==> src/rtl/fetch_queue_pkg.sv <==
// Shared rv32i types: the fetch-to-decode pipeline register and the default queue depth.
// The package keeps its codebase name rv32i_types so other blocks can import it unchanged.
package rv32i_types;

    typedef struct packed {
        logic [31:0] pc;
        logic [31:0] pc_next;
        logic [31:0] inst;
    } IF_ID_reg_t;

    localparam int fetch_queue_depth = 8;

endpackage

==> src/rtl/fetch_queue.sv <==
// Circular instruction queue between fetch and decode; IF_ID_reg presents the head entry.
// Optional same-cycle empty-queue bypass is enabled with `define FETCH_QUEUE_BYPASS_EN.
module fetch_queue
    import rv32i_types::*;
#(
    parameter int DEPTH = fetch_queue_depth
) (
    input  logic                       clk,
    input  logic                       rst,
    input  logic                       flush,
    input  logic                       enq_valid,
    input  logic [31:0]                enq_pc,
    input  logic [31:0]                enq_pc_next,
    input  logic [31:0]                enq_inst,
    output logic                       enq_ready,
    input  logic                       stall_in,
    output IF_ID_reg_t                 IF_ID_reg,
    output logic [$clog2(DEPTH):0]     count
);

    localparam int IW = $clog2(DEPTH);
    localparam int PW = IW + 1;

    IF_ID_reg_t    mem_q [DEPTH];
    logic [PW-1:0] head_q, head_d;
    logic [PW-1:0] tail_q, tail_d;

    logic       empty, full, push, pop, byp;
    IF_ID_reg_t enq_entry;

    assign enq_entry = '{pc: enq_pc, pc_next: enq_pc_next, inst: enq_inst};

    // Extra pointer MSB distinguishes a full ring from an empty one.
    assign empty     = (head_q == tail_q);
    assign full      = (head_q[IW-1:0] == tail_q[IW-1:0]) && (head_q[IW] != tail_q[IW]);
    assign enq_ready = !full;
    assign count     = tail_q - head_q;

`ifdef FETCH_QUEUE_BYPASS_EN
    assign byp = empty && enq_valid && !flush;
`else
    assign byp = 1'b0;
`endif

    // A bypassed entry that decode takes this cycle never touches storage.
    assign push = enq_valid && enq_ready && !flush && !(byp && !stall_in);
    assign pop  = !empty && !stall_in && !flush;

    always_comb begin
        IF_ID_reg = '0;
        if (!empty) begin
            IF_ID_reg = mem_q[head_q[IW-1:0]];
        end else if (byp) begin
            IF_ID_reg = enq_entry;
        end
    end

    always_comb begin
        head_d = head_q;
        tail_d = tail_q;
        if (flush) begin
            head_d = '0;
            tail_d = '0;
        end else begin
            if (pop)  head_d = head_q + 1'b1;
            if (push) tail_d = tail_q + 1'b1;
        end
    end

    always_ff @(posedge clk) begin
        if (rst) begin
            head_q <= '0;
            tail_q <= '0;
        end else begin
            head_q <= head_d;
            tail_q <= tail_d;
        end
    end

    // Storage is not reset; only the pointers define which entries are live.
    always_ff @(posedge clk) begin
        if (push) begin
            mem_q[tail_q[IW-1:0]] <= enq_entry;
        end
    end

endmodule

==> config.mk <==
export PLATFORM = sky130hd
export DESIGN_NAME = fetch_queue
export DESIGN_NICKNAME = d
export VERILOG_FILES = /design/src/rtl/fetch_queue_pkg.sv /design/src/rtl/fetch_queue.sv
export SDC_FILE = /design/constraint.sdc
export NUM_CORES = 1
export LEC_CHECK = 0
export ABC_AREA = 0
export CAP_MARGIN = 40
export CELL_PAD_IN_SITES_DETAIL_PLACEMENT = 1
export CELL_PAD_IN_SITES_GLOBAL_PLACEMENT = 2
export CORE_MARGIN = 2
export CORE_UTILIZATION = 35
export DETAILED_ROUTE_END_ITERATION = 8
export GPL_TIMING_DRIVEN = 0
export HOLD_SLACK_MARGIN = 0.03
export PLACE_DENSITY_LB_ADDON = 0.1
export SYNTH_ARGS = -nofsm -noshare
export SYNTH_HDL_FRONTEND = slang
export SYNTH_SLANG_ARGS = --single-unit
==> constraint.sdc <==
create_clock -name clk -period 36 [get_ports clk]
set_input_delay 9 -clock clk [delete_from_list [all_inputs] [get_ports clk]]
set_output_delay 9 -clock clk [all_outputs]
set_load 0.01 [all_outputs]
==> impl_results.md <==
* Clock Latency Late Sink at 0.63 ns
* Primary FF master, synth: edfxtp_1
* Rows at 105
* CTS Sinks at 779
* Placed instance area at 33800 um^2
* CTS tree: built
* Layout net count at 1713
* Net Count, Synth at 1306
* Final non-filler cell total at 2746
* Most common cell in the synthesized netlist: edfxtp_1
* Crit path max-delay family: buffers and inverters
* Total power at 2.00 mW
* Die Area at 85900 um^2
* Multi-input combinational cell area at 5640 um^2
* Slowest stage cell on the critical path: buf_1
* Post-Place Cells at 2587
* Max Clock Freq at 0.0781 GHz
* Crit Path Max Fanout at 10
* Synthesized area per cell at 24.4 um^2
* DRC viols at 0
* CP endpoint kind: primary output
* Max-slew headroom at 42.9%
* Fill cells at 7510
* CP Cell Sequence: ha_1, and3_1, buf_2, a21boi_4, buf_1, a22o_1, clkdlybuf4s50_1
* Crit share post-route at 35.5%
* Place WS at 23.76 ns
* Area Growth Syn to Fin at 25.6%
* Final antenna-violating net count at 0
* Design area at 36700 um^2
* Status: finished clean
* Total track usage at 17.5%
* CTS max path bufs at 3
* PwrDens at 54.4 nW/um^2
* Pin count of the biggest net entering global routing at 21
* Critical Path Source: tail_q[1]
* Storage element area at 23300 um^2
* CTS resizes at 0
* Clk_skew at 0.0250 ns
* Top layer reached by signal wires: met5
* Met3 Wirelength at 3850 um
* Share of cells above drive strength 1 at 28.8%
* Seq/Total Area, Yosys at 79.6%
* EDFF count, synth at 768
* Wirelength per Cell at 26.8 um
* Yosys top cell area share at 78.9%
* Synth cell count leaders: 768 x edfxtp_1, 192 x mux4_2, 96 x a22o_1, 25 x clkbuf_1, 22 x buf_2
* H-Tree Depth at 3
* Worst path required time at 27.00 ns
* Synth area leaders: edfxtp_1 79%, mux4_2 15%, a22o_1 2.9%
* Max VDD drop at 32.5 uV
* Met2 WL at 37900 um
* Hold slack final at 0.602 ns
* WP buf/inv at 3
* Hold Path Class: flip-flop to flip-flop
* Critical Path Start Type: flip-flop
* Post-DP HPWL at 49300 um
* Final hold violation count at 0
* Synthesized area at 29200 um^2
* Ys async rst share at 0%
* Setup bufs post-CTS at 0
* PnR worst setup slack at 23.20 ns
* Leakage at 11.6 nW
* Via density at 5.10
* Yosys cell types at 32
* Grt ovf at 0
* # hold bufs at CTS at 0
* RSZ-0062 raised after global routing: no
* Worst min-delay path startpoint: head_q[2]
* Die Span Y at 293 um
* Routed via count at 14015
* Max-capacitance violation count at 0
* Final core utilization at 44.6%
* Die Wd at 293 um
* Worst-Margin Slew at 0.857 ns
* Total Wirelength at 73600 um
* First-pass GRT wire length at 109000 um
* WS Path Type: flip-flop to primary output
* I/O Buffers at 201
* Mapped Cells at 1199
* Synthesis Warnings at 0
* Yosys top cell by area: edfxtp_1
* Setup tns final at 0 ns
* Core box area at 82400 um^2
* Drt first-iter violations at 815
* Slew Limit Fails at 0
* Worst path max stage delay at 0.65 ns
* Flops & latches, synth at 779
* Initial antenna violation count at 8
* GP Congestion at 0.684
* Total CTS buffers at 87
* Met1 WL at 30600 um
* Worst-path clk slew at 0.05 ns
* Critical Path AT at 3.80 ns
* Post-layout min period at 12.80 ns
* Initial core utilization at 35.5%
* Io pins at 202
* Reg2reg start: tail_q[1]
* DR pass1 iterations at 5
* Clock Tree Root: clkbuf_16
* Final Setup Violations at 0
* Vias in the first global route at 15760
-- cell usage in the layout (no fill, tap or decap), types with 8 or more instances in the layout --
cell	synthesis	layout
buf_2	22	29
nor2_1	11	9
inv_1	9	9
mux4_2	192	192
bufinv_16	0	13
clkbuf_16	0	91
clkinv_1	0	18
buf_16	0	8
clkbuf_1	25	40
dfxtp_1	11	11
buf_4	14	90
buf_6	1	22
edfxtp_1	768	768
clkinv_2	0	11
clkdlybuf4s50_1	0	201
a22o_1	96	96
-- worst register-to-register path, cell delays in order (launching register included) --
cell,delay (ns)
dfxtp_1,0.57
ha_1,0.34
nand3_1,0.14
nor2_1,0.12
inv_1,0.15
nand2_1,0.16
nor3_2,0.51
buf_6,0.22
buf_6,0.16
buf_4,0.22
buf_6,0.18
buf_6,0.16
buf_4,0.21
-- power breakdown --
part	internal (mW)	switching, mW	leakage [nW]
combinational	0.0389	0.0410	3.15
clock	0.557	0.355	1.43
sequential	1.00	0.00167	7.03
total	1.60	0.397	11.6
-- sequential cells by signal, summed over array words and instances (netlist names), named ones only --
register  flops
mem_q       768
head_q        4
tail_q        4
-- routing by layer --
layer	up-vias	track usage [%]
met2	260	30.1
met5	-	0
met3	105	3.93
met1	7593	22.3
li1	6041	-
met4	16	4.39
-- logic make-up (layout without fill, tap and decap cells) --
kind of cell | count (synthesis) | count (layout) | synth area share (%)
flops | 779 | 779 | 79.6
mux | 193 | 193 | 14.8
compound gates | 109 | 109 | 3.22
buf+inv | 74 | 550 | 1.25
simple gates | 29 | 29 | 0.466
xor+xnor | 9 | 9 | 0.334
fa+ha+maj | 6 | 6 | 0.282
other cells | 0 | 1 | 0
-- path summary, 6_finish.rpt --
kind	slack, ns	depth (start not counted)	endpoint
max	23.20	7	IF_ID_reg[44]
min	0.60	3	head_q[2]
max reg2reg	32.58	12	mem_q[6][44]
min reg2reg	0.60	3	head_q[2]
-- final cells by class --
type	instances	area share, %
diodes	1	0.00681
plain buffers	65	0.903
clock buffers	108	6.43
clock inverters	50	1.57
inverters	9	0.0920
multi-input cells	346	15.4
flip-flops and latches	779	63.4
well taps	1070	3.64
repair buffers	318	8.63
No activity file was read; power rests on OpenSTA's default activity.
